<file path="src/rtl/fp_normalizer_pkg.sv">
// Shared types and widths for the floating-point adder normalization path.
// Fraction width includes the hidden bit; all-ones exponent encodes overflow.
package fp_pkg;

    localparam int N       = 24;
    localparam int E       = 8;
    localparam int EXP_MAX = (1 << E) - 1;

    typedef enum logic [1:0] {
        IDLE = 2'd0,
        NORM = 2'd1,
        DONE = 2'd2
    } norm_state_t;

    typedef struct packed {
        logic           sign;
        logic [E-1:0]   exp;
        logic [N-2:0]   frac;
    } fp_word_t;

endpackage

</file>
<file path="src/rtl/fp_normalizer_norm_step.sv">
// One normalization step: shift left by one and decrement, or stop.
// Purely combinational; stop when the hidden bit is set or the exponent bottoms out.
module norm_step
    import fp_pkg::*;
(
    input  logic [N-1:0] frac_i,
    input  logic [E:0]   exp_i,
    output logic [N-1:0] frac_d,
    output logic [E:0]   exp_d,
    output logic         done_o,
    output logic         underflow_o
);

    always_comb begin
        frac_d      = frac_i;
        exp_d       = exp_i;
        done_o      = 1'b0;
        underflow_o = 1'b0;
        if (frac_i[N-1]) begin
            done_o = 1'b1;
        end else if (exp_i <= (E+1)'(1)) begin
            // Exponent cannot go lower: leave the fraction denormal.
            exp_d       = '0;
            done_o      = 1'b1;
            underflow_o = 1'b1;
        end else begin
            frac_d = {frac_i[N-2:0], 1'b0};
            exp_d  = exp_i - (E+1)'(1);
        end
    end

endmodule

</file>
<file path="src/rtl/fp_normalizer.sv">
// Post-add normalizer: one operation in flight, one shift per cycle (OutValid at T+2+k).
// InReady only in IDLE; result holds in DONE until OutReady.
module fp_normalizer
    import fp_pkg::*;
(
    input  logic         clock,
    input  logic         reset,
    input  logic         InValid,
    output logic         InReady,
    input  logic [N-1:0] Frac,
    input  logic         Carry,
    input  logic         Zero,
    input  logic         Sign,
    input  logic [E-1:0] Exp,
    output logic         OutValid,
    input  logic         OutReady,
    output logic         NormSign,
    output logic [E-1:0] NormExp,
    output logic [N-2:0] NormFrac,
    output logic         Overflow,
    output logic         Underflow
);

    norm_state_t  state_q;
    logic         sign_q;
    logic [E:0]   exp_q;
    logic [N-1:0] frac_q;
    logic         ovf_q;
    logic         unf_q;

    logic [N-1:0] frac_d;
    logic [E:0]   exp_d;
    logic         step_done;
    logic         step_unf;
    fp_word_t     word;

    norm_step u_step (
        .frac_i      (frac_q),
        .exp_i       (exp_q),
        .frac_d      (frac_d),
        .exp_d       (exp_d),
        .done_o      (step_done),
        .underflow_o (step_unf)
    );

    always_ff @(posedge clock or posedge reset) begin
        if (reset) begin
            state_q <= IDLE;
            sign_q  <= 1'b0;
            exp_q   <= '0;
            frac_q  <= '0;
            ovf_q   <= 1'b0;
            unf_q   <= 1'b0;
        end else begin
            case (state_q)
                IDLE: begin
                    if (InValid) begin
                        ovf_q <= 1'b0;
                        unf_q <= 1'b0;
                        if (Zero) begin
                            sign_q  <= 1'b0;
                            exp_q   <= '0;
                            frac_q  <= '0;
                            state_q <= DONE;
                        end else if (Carry && (Exp == E'(EXP_MAX - 1))) begin
                            // Wrap is checked on the incoming exponent, before the increment.
                            sign_q  <= Sign;
                            exp_q   <= (E+1)'(EXP_MAX);
                            frac_q  <= '0;
                            ovf_q   <= 1'b1;
                            state_q <= DONE;
                        end else if (Carry) begin
                            sign_q  <= Sign;
                            exp_q   <= {1'b0, Exp} + (E+1)'(1);
                            frac_q  <= {Carry, Frac[N-1:1]};
                            state_q <= NORM;
                        end else begin
                            sign_q  <= Sign;
                            exp_q   <= {1'b0, Exp};
                            frac_q  <= Frac;
                            state_q <= NORM;
                        end
                    end
                end
                NORM: begin
                    frac_q <= frac_d;
                    exp_q  <= exp_d;
                    if (step_done) begin
                        unf_q   <= step_unf;
                        state_q <= DONE;
                    end
                end
                DONE: begin
                    if (OutReady) begin
                        state_q <= IDLE;
                    end
                end
                default: state_q <= IDLE;
            endcase
        end
    end

    assign word = '{sign: sign_q, exp: exp_q[E-1:0], frac: frac_q[N-2:0]};

    assign InReady   = (state_q == IDLE);
    assign OutValid  = (state_q == DONE);
    assign NormSign  = word.sign;
    assign NormExp   = word.exp;
    assign NormFrac  = word.frac;
    assign Overflow  = ovf_q;
    assign Underflow = unf_q;

endmodule

</file>
<file path="config.mk">
export PLATFORM = sky130hd
export DESIGN_NAME = fp_normalizer
export DESIGN_NICKNAME = d
export VERILOG_FILES = /design/src/rtl/fp_normalizer_pkg.sv /design/src/rtl/fp_normalizer_norm_step.sv /design/src/rtl/fp_normalizer.sv
export SDC_FILE = /design/constraint.sdc
export NUM_CORES = 1
export LEC_CHECK = 0
export CAP_MARGIN = 20
export CORE_MARGIN = 10
export CORE_UTILIZATION = 44
export DETAILED_ROUTE_END_ITERATION = 12
export GPL_TIMING_DRIVEN = 0
export PLACE_DENSITY = 0.77
export SYNTH_ARGS = -nofsm -noshare
export SYNTH_HDL_FRONTEND = slang
export SYNTH_SLANG_ARGS = --single-unit
</file>
<file path="constraint.sdc">
create_clock -name clock -period 1.6 [get_ports clock]
set_input_delay 0.32 -clock clock [delete_from_list [all_inputs] [get_ports clock]]
set_output_delay 0.32 -clock clock [all_outputs]
set_load 0.01 [all_outputs]
</file>
; ---- After elaboration in Yosys (flattened, before gate mapping)
; Index checks and enable logic that the tools add are counted.
[word_totals]
output_inout_bits = 36
elab_cells = 56
register_bits = 38
input_bits = 39
[op_classes]
eq_ne = 8
n_mux = 29
addsub = 2
n_reduce_logical = 9
magnitude_cmp = 1
[ops]
columns = operator, count
row1 = $mux 24, 6
row2 = $mux 9, 6
row3 = $pmux 24 s2, 1
row4 = $pmux 9 s2, 1
row5 = $mux 2, 5
row6 = $add 8x1->9 const B, 1
row7 = $le 9x1->1 const B, 1
row8 = $reduce_and 3->1, 3
row9 = $sub 9x1->9 const B, 1
row10 = $eq 8x8->1 const B, 1
row11 = $mux 1, 8
row12 = $ne 2x2->1 const B, 4
row13 = $pmux 2 s3, 1
row14 = $reduce_and 2->1, 2
row15 = $reduce_and 4->1, 1
row16 = $eq 2x1->1 const B, 1
row17 = $eq 2x2->1 const B, 1
row18 = $logic_not 2->1, 1
row19 = $ne 2x1->1 const B, 1
row20 = $pmux 1 s2, 1
row21 = $reduce_bool 2->1, 1
row22 = $logic_and 1x1->1, 1

; ---- Depth between registers and ports, before layout
[depth]
ltp_word = 6
ltp_mapped = 7
ltp_nobuf = 6

; ---- Modules after synthesis
; Synthesis repeated with hierarchy kept, for this count alone.
[hier_totals]
cells_unflattened = 372
hier_area_um2 = 3188.1
[modules_own_cells]
columns = mod, instances, area_per_inst_um2, cells_per_inst, seq_area_each_um2
row1 = fp_normalizer, 1, 2501.1, 301, 950.9
row2 = norm_step, 1, 686.9, 71, 0.0

; ---- Worst setup path after synthesis
; OpenSTA, ideal clock, no wires.
[synth_timing]
path_type = reg2reg
startpoint = reg exp_q[0]
endpoint = reg frac_q[10]
path_buffers = 1
slack_ns = -0.140
stages_incl_launch_ff = 7
arrival_time_ns = 1.614
cell_sequence = dfrtp_1 > ha_1 > o21bai_1 > a311oi_4 > a21oi_2 > buf_6 > a221o_1
[synth_between]
elab_chain_cells = 3
[synth_lines]
columns = element, line
row1 = "start, declared", fp_normalizer.sv:26  ; logic [E:0] exp_q;
row2 = "start signal, assigned", fp_normalizer.sv:68  ; exp_q <= (E+1)'(EXP_MAX);
row3 = "start signal, assigned", fp_normalizer.sv:74  ; exp_q <= {1'b0, Exp} + (E+1)'(1);
row4 = "start signal, assigned", fp_normalizer.sv:79  ; exp_q <= {1'b0, Exp};
row5 = $le 9x1->1, fp_normalizer_norm_step.sv:21  ; end else if (exp_i <= (E+1)'(1)) begin
row6 = $ne 2x2->1 (no line), --
row7 = $reduce_and 4->1 (no line), --
row8 = "end signal, assigned", fp_normalizer.sv:75  ; frac_q <= {Carry, Frac[N-1:1]};
row9 = "end signal, assigned", fp_normalizer.sv:80  ; frac_q <= Frac;
row10 = "end signal, assigned", fp_normalizer.sv:86  ; frac_q <= frac_d;
row11 = "end, declared", fp_normalizer.sv:27  ; logic [N-1:0] frac_q;
; No other way between the ends.
; A chain may end at the register's enable or synchronous reset.

; ---- Worst setup path after layout
[layout_timing]
startpoint = reg exp_q[6]
endpoint = reg exp_q[5]
[layout_between]
elab_chain_cells = 4
[layout_lines]
columns = element, line
row1 = $le 9x1->1, fp_normalizer_norm_step.sv:21
row2 = $mux 9, fp_normalizer_norm_step.sv:21
row3 = $mux 9, fp_normalizer_norm_step.sv:19  ; if (frac_i[N-1]) begin
row4 = $pmux 9 s2, fp_normalizer.sv:55  ; case (state_q)
; No other way between the ends. The select of a mux whose other input is x is not followed.

==> flow_metrics.tcl <==
set metrics [dict create \
    outcome "finished, violations left" \
    failed_checks "setup timing" \
    grt_max_degree 39 \
    m1WireLength_um 3710 \
    clock.fmax_mhz 540 \
    grt_antenna_before_repair 0 \
    die_area_um2 9590 \
    initial_core_util_pct 45.1 \
    crit_required_ns 1.78 \
    design.portCount 75 \
    layout-area-overhead-vs-synth_pct 56.8 \
    top_layer_used "met4" \
    dp.final_hpwl_um 6130 \
    timing.final.ws_setup_ns -0.251 \
    drt-pass1-iter-count 6 \
    worstSetupStartpointType "register" \
    dpl.cell_count 448 \
    routed-via-count 3046 \
    number_of_register_bits_inferred_by_synthesis 38 \
    route.detailed.vias_per_inst 6.07 \
    fillerInstances 421 \
    timing.critical_path.arrival_ns 2.03 \
    worst_min_delay_path_category "input port to register" \
    r2r_slack_ns -0.25 \
    power_density_nw_per_um2 1630 \
    synth_cells 303 \
    synth-compound-area-share_pct 32.2 \
    number_of_h_tree_levels 2 \
    worstHoldPathCells 3 \
    rsz0062_at_grt "yes" \
    grtUsageTotal_pct 18.0 \
    max-cap-violations 0 \
    detail_route.iter0.violations 507 \
    fin_nets 469 \
    drt_wl_total_um 9860 \
    number_of_enable_type_register_cells_in_the_synthesized_netlist 0 \
    holdBufCountCts 0 \
    total_area_of_multi_input_combinational_cells_um2 1520 \
    num_rows 28 \
    timing.final.crit_period_ns 1.85 \
    min-delay-start "Exp[4]" \
    drive_above_1_share_pct 33.5 \
    tritoncts_num_sinks 38 \
    yosys_warnings 0 \
    drc_errors 0 \
    hold_viol_final 0 \
    synthDistinctLibCells 51 \
    total_cts_buffers 5 \
    syn_avg_cell_area_um2 8.82 \
    asyncSetResetFlopFracSynth_pct 100 \
    met3_routed_length_um 820 \
    number_of_global_route_vias_before_repair 2953 \
    r2r_start "exp_q[6]" \
    grt_pass1_wl_um 14600 \
    chipHeight_um 97.9 \
    final_worst_path_cycle_share_pct 116 \
    post_layout_nonfiller_instances 502 \
    crit_path_category "register to register" \
    ctsLongestPathBuffers 2 \
    syn-cell-area_um2 2670 \
    yosys-mux-area-fraction_pct 0 \
    layout_commonest_cell "sky130_fd_sc_hd__buf_4" \
    vdd.ir_drop.worst_mv 0.909 \
    ff_latch_area_um2 961 \
    worst_setup_path_end_kind "register" \
    holdPathEnd "exp_q[4]" \
    synth_top_family_by_area "compound AO/OA/AOI/OAI gates" \
    synthesis.nets 346 \
    rr_endpoint "exp_q[5]" \
    core_area_um2 5920 \
    buffer_ports.inserted 70 \
    tritoncts_clock_tree "done" \
    synth_fa_ha_area_share_pct 1.87 \
    slew_viol_final 0 \
    routed-wl-met2_um 4980 \
    diodes 0 \
    slew_headroom_pct 46.7 \
    synth_xor_xnor_area_share_pct 0 \
    postRouteAntennaNets 0 \
    total_negative_setup_slack_ns -6.74 \
    layout_common_cells "76 x sky130_fd_sc_hd__buf_4, 30 x sky130_fd_sc_hd__dfrtp_1, 30 x sky130_fd_sc_hd__nand2_1, 30 x sky130_fd_sc_hd__clkdlybuf4s50_1" \
    synth_simple_gate_area_share_pct 16.2 \
    cts.clk_slew.worst_paths_ns 0.07 \
    critPathMaxFanout 4 \
    dominantRegCellSynth "sky130_fd_sc_hd__dfrtp_1" \
    chipWidth_um 97.9 \
    gr-total-overflow 0 \
    timing.reg2reg.worst_path_depth 6 \
    yosysSeqAreaShare_pct 35.6 \
    cts.root.buffer_cell "sky130_fd_sc_hd__clkbuf_8" \
    tightestPinTransition_ns 0.799 \
    gpl.final_weighted_congestion 0.968 \
    fin_clk_skew_ns 0.00400 \
    power.static_leakage_uw 0.00205 \
    final-setup-viol-count 35 \
    clkLatencyLatePin_ns 0.30 \
    detail_route.wl_per_cell_um 19.6 \
]
-- area by class of cell --
type | count | share of cell area (%)
tap | 75 | 2.24
timing repair buffer | 119 | 26.4
clock inverter | 1 | 0.119
inverter | 7 | 0.627
clock buffer | 7 | 2.06
sequential | 38 | 22.9
buffer | 53 | 9.32
multi-input combinational | 202 | 36.3
-- synthesized netlist by cell type, types with 2 or more instances --
library cell	instances	area share [%]
sky130_fd_sc_hd__nand2_1	32	4.5
sky130_fd_sc_hd__nor2_1	9	1.3
sky130_fd_sc_hd__o21bai_1	2	0.56
sky130_fd_sc_hd__buf_6	2	0.84
sky130_fd_sc_hd__o21ai_0	7	1.3
sky130_fd_sc_hd__nor3b_1	2	0.56
sky130_fd_sc_hd__or2_2	2	0.47
sky130_fd_sc_hd__o211ai_1	28	7.9
sky130_fd_sc_hd__a31oi_1	5	1.2
sky130_fd_sc_hd__nand2b_1	5	1.2
sky130_fd_sc_hd__buf_4	31	8.7
sky130_fd_sc_hd__nand4_1	7	1.6
sky130_fd_sc_hd__a21oi_1	29	5.4
sky130_fd_sc_hd__a221o_1	22	8.2
sky130_fd_sc_hd__nor3_1	2	0.37
sky130_fd_sc_hd__a21o_1	4	1.1
sky130_fd_sc_hd__a211o_1	2	0.66
sky130_fd_sc_hd__dfrtp_1	38	36
sky130_fd_sc_hd__inv_1	7	0.98
sky130_fd_sc_hd__a22oi_1	2	0.56
sky130_fd_sc_hd__nor2b_1	5	1.2
sky130_fd_sc_hd__clkbuf_2	2	0.37
sky130_fd_sc_hd__and3_1	2	0.47
sky130_fd_sc_hd__nand3_1	8	1.5
sky130_fd_sc_hd__buf_2	6	1.1
sky130_fd_sc_hd__clkbuf_1	14	2.0
sky130_fd_sc_hd__ha_1	4	1.9
-- per-stage QoR --
| stage | util [%] | hold slack [ns] | worst slack, ns | cell area (um^2) | power, uW |
|---|---|---|---|---|---|
| floorplan | - | 0.468 | -0.112 | 2690 | 3700 |
| global placement | 58.9 | 0.464 | -0.733 | 3480 | 4960 |
| detailed placement | 58.9 | 0.478 | -0.770 | 3480 | 5020 |
| CTS | 66.5 | 0.460 | -0.259 | 3940 | 6300 |
| global route | 70.8 | 0.484 | -0.327 | 4190 | 7220 |
| finish | 70.8 | 0.458 | -0.251 | 4190 | 6830 |
-- worst max path at each step --
stage | start | end | slack (ns) | cells after the start
after detailed placement | Exp[1] | frac_q[14] | -0.77 | 7
final | exp_q[6] | exp_q[5] | -0.25 | 6
after floorplan | exp_q[1] | frac_q[10] | -0.11 | 7
after global routing | exp_q[6] | exp_q[5] | -0.33 | 6
after CTS | exp_q[0] | frac_q[10] | -0.26 | 6
after global placement | Exp[0] | exp_q[3] | -0.73 | 8
-- registers in the layout, indices dropped and copies added, names as in the netlist --
name       flops
NormSign       1
Overflow       1
Underflow      1
exp_q          9
frac_q        24
state_q        2
-- worst max-delay path, cell delays in order (launching register included) --
cell and delay [ns]:
sky130_fd_sc_hd__dfrtp_2 0.45, sky130_fd_sc_hd__nor4_4 0.36, sky130_fd_sc_hd__buf_4 0.20, sky130_fd_sc_hd__a31oi_4 0.13, sky130_fd_sc_hd__buf_4 0.17, sky130_fd_sc_hd__a21o_1 0.16
sky130_fd_sc_hd__a211o_1 0.27
-- layer usage --
layer / track usage [%] / up-vias
met5: 0 / -
met4: 6.60 / 0
met3: 4.30 / 41
met2: 30.9 / 212
met1: 21.1 / 1428
li1: - / 1365
-- timing repair --
action                                  in CTS  in global routing
pin swaps                                    9                 11
gates resized for setup                     63                 48
endpoints found under the setup margin      69                 51
setup buffers                               36                 11
gates cloned                                 1                  2
-- where the power goes --
part	total [uW]	switching (uW)	internal, uW	leakage [uW]
Sequential	1770	385	1380	0.000486
Combinational	4370	1910	2460	0.00151
Clock	691	344	348	0.0000482
-- kinds of logic after synthesis --
kind of cell / Yosys count
fa+ha+maj: 4
simple gates: 82
compound gates: 116
flops: 38
buf+inv: 63
(Power assumes the default switching activity.)
==> RTL edit (same flow settings) <==
Encoding of `norm_state_t`: now one-hot (3 bits for 3 states).
--- a/src/rtl/fp_normalizer_pkg.sv
+++ b/src/rtl/fp_normalizer_pkg.sv
@@ -8,6 +8,6 @@
 
-    typedef enum logic [1:0] {
-        IDLE = 2'd0,
-        NORM = 2'd1,
-        DONE = 2'd2
+    typedef enum logic [2:0] {
+        IDLE = 3'b001,
+        NORM = 3'b010,
+        DONE = 3'b100
     } norm_state_t;
Behaviour: no difference found for any inputs over 10 cycles, from zero or initial values and one cycle with reset high; not proved beyond that.
==> RTL edit against the original RTL <==
The flow still finishes with violations (negative setup slack). Setup slack worse by 190 ps. Global-route usage is 0.62 points higher. Non-clock buffer count stayed put. Synthesized area is 7.8% higher. Synthesized cell count is 17% higher. Sequential share of layout area is 0.94 points lower. Sequential cell count is 1 higher. Routed wire length is 3.4% higher. Cell area is 6.7% higher. Power is 12% higher. Largest cell class unchanged.
==> RTL edit: results (changes against the original RTL) <==
- The switching power of the nets is 2.89 mW (+9.8%).
- The biggest fanout along the worst timing path was 6 (+2).
- The path class of the tightest hold or removal check is flop to flop.
- The aggregate routed wire length is 10200 um (+3.4%).
- The arrival time at the worst endpoint is 2210 ps (+180 ps).
- The setup slack after placement is -934 ps (-164 ps).
- The routed via count came to 3288 (+7.9%).
- In the post-synthesis netlist, the biggest area contributors are dfrtp_1, buf_4, a2bb2oi_1, o21ai_0, a21oi_1.
- Counting instances in the post-synthesis netlist gives the leading cell types as dfrtp_1, o21ai_0, nand2_1.
- The largest registers in the layout are frac_q x24, exp_q x9, state_q x3.
- The post-DP HPWL came to 6490 um (+5.9%).
- The first-iteration detailed-routing DRC count is 224 (-56%).
- The count of input and output buffers is 74 (+5.7%).
- The last weighted congestion value of the routability-driven placer came to 0.907 (-6.4%).
- The number of failing setup endpoints in the final timing report is 38 (+8.6%).
- The post-route worst setup slack is -441 ps (-190 ps).
- The final net count is 520 (+11%).
- The count of fill cells added during filler insertion is 479 (+14%).
- The first-pass detailed-route iteration total is 5 (-1).
- The pin count of the biggest net entering global routing is 40 (+2.6%).
- The non-filler instance count after layout is 555 (+11%).
- The share of synthesized area occupied by flip-flops and latches is 33.9% (-1.7 points).
- The mean instance size in the synthesized netlist came to 8.16 um2 (-7.5%).
- The standard cell area after detailed placement is 3770 um2 (+8.2%).
- The run finished, with violations left.
- The peak supply drop was 1040 uV (+14%).
- The count of distinct cell types in the synthesized netlist is 52 (+2.0%).
- The combinational-cell power consumption is 4.84 mW (+11%).
- The worst setup skew after layout came to 13.4 ps (+9.37 ps).
- The final reports fail on negative setup slack.
- The number of placed cells counting well taps is 504 (+13%).
- The overall global routing resource usage is 18.6% (+0.62 points).
RTL edit: metal layers:
layer / part of all wire, % / global-route usage [%] / wire (um)
met1: 40 / 22.8 / 4050
met2: 48 / 29.9 / 4920
met3: 11 / 6.52 / 1080
met4: 1.4 / 5.68 / 142
met5: 0 / 0 / 0
RTL edit: kinds of logic after synthesis:
family,Yosys count,synth area share [%]
AO/OA/AOI/OAI,138,30.9
AND/OR/NAND/NOR,108,20.2
buffers and inverters,62,12.6
flip-flops,39,33.9
adder cells (fa/ha/maj),4,1.74
XOR/XNOR,1,0.304
multiplexers,1,0.348
RTL edit: worst paths after layout:
check,start,to,cells after the start,slack [ps]
worst min-delay path,NormSign,NormSign,2,480
worst min register to register,NormSign,NormSign,2,480
worst max register to register,exp_q[5],exp_q[8],6,-440
min in group asynchronous,reset,frac_q[14],2,520
max in group asynchronous,reset,exp_q[1],2,480
worst max-delay path,exp_q[5],exp_q[8],6,-440
RTL edit: critical path: stages, from the launching register on:
cell and delay [ps]:
dfrtp_1 400, buf_6 120, or4_4 540, o31ai_4 270
buf_6 210, nor3_1 70, or3_1 310
RTL edit: layout make-up:
cell class              instances  area [um2]  area share (%)
well taps                      77        96.3            2.15
flip-flops and latches         39         983            22.0
inverters                       7        26.3           0.588
plain buffers                  52         383            8.56
repair buffers                120        1100            24.7
clock buffers                   6        82.6            1.85
multi-input cells             252        1760            39.4
clock inverters                 2        35.0           0.783
RTL edit: what timing repair did:
action                                  in CTS  in global routing
pin swaps                                    7                  8
setup buffers                               36                  8
cloned                                       2                  1
gates resized for setup                     94                 24
endpoints found under the setup margin      69                 43
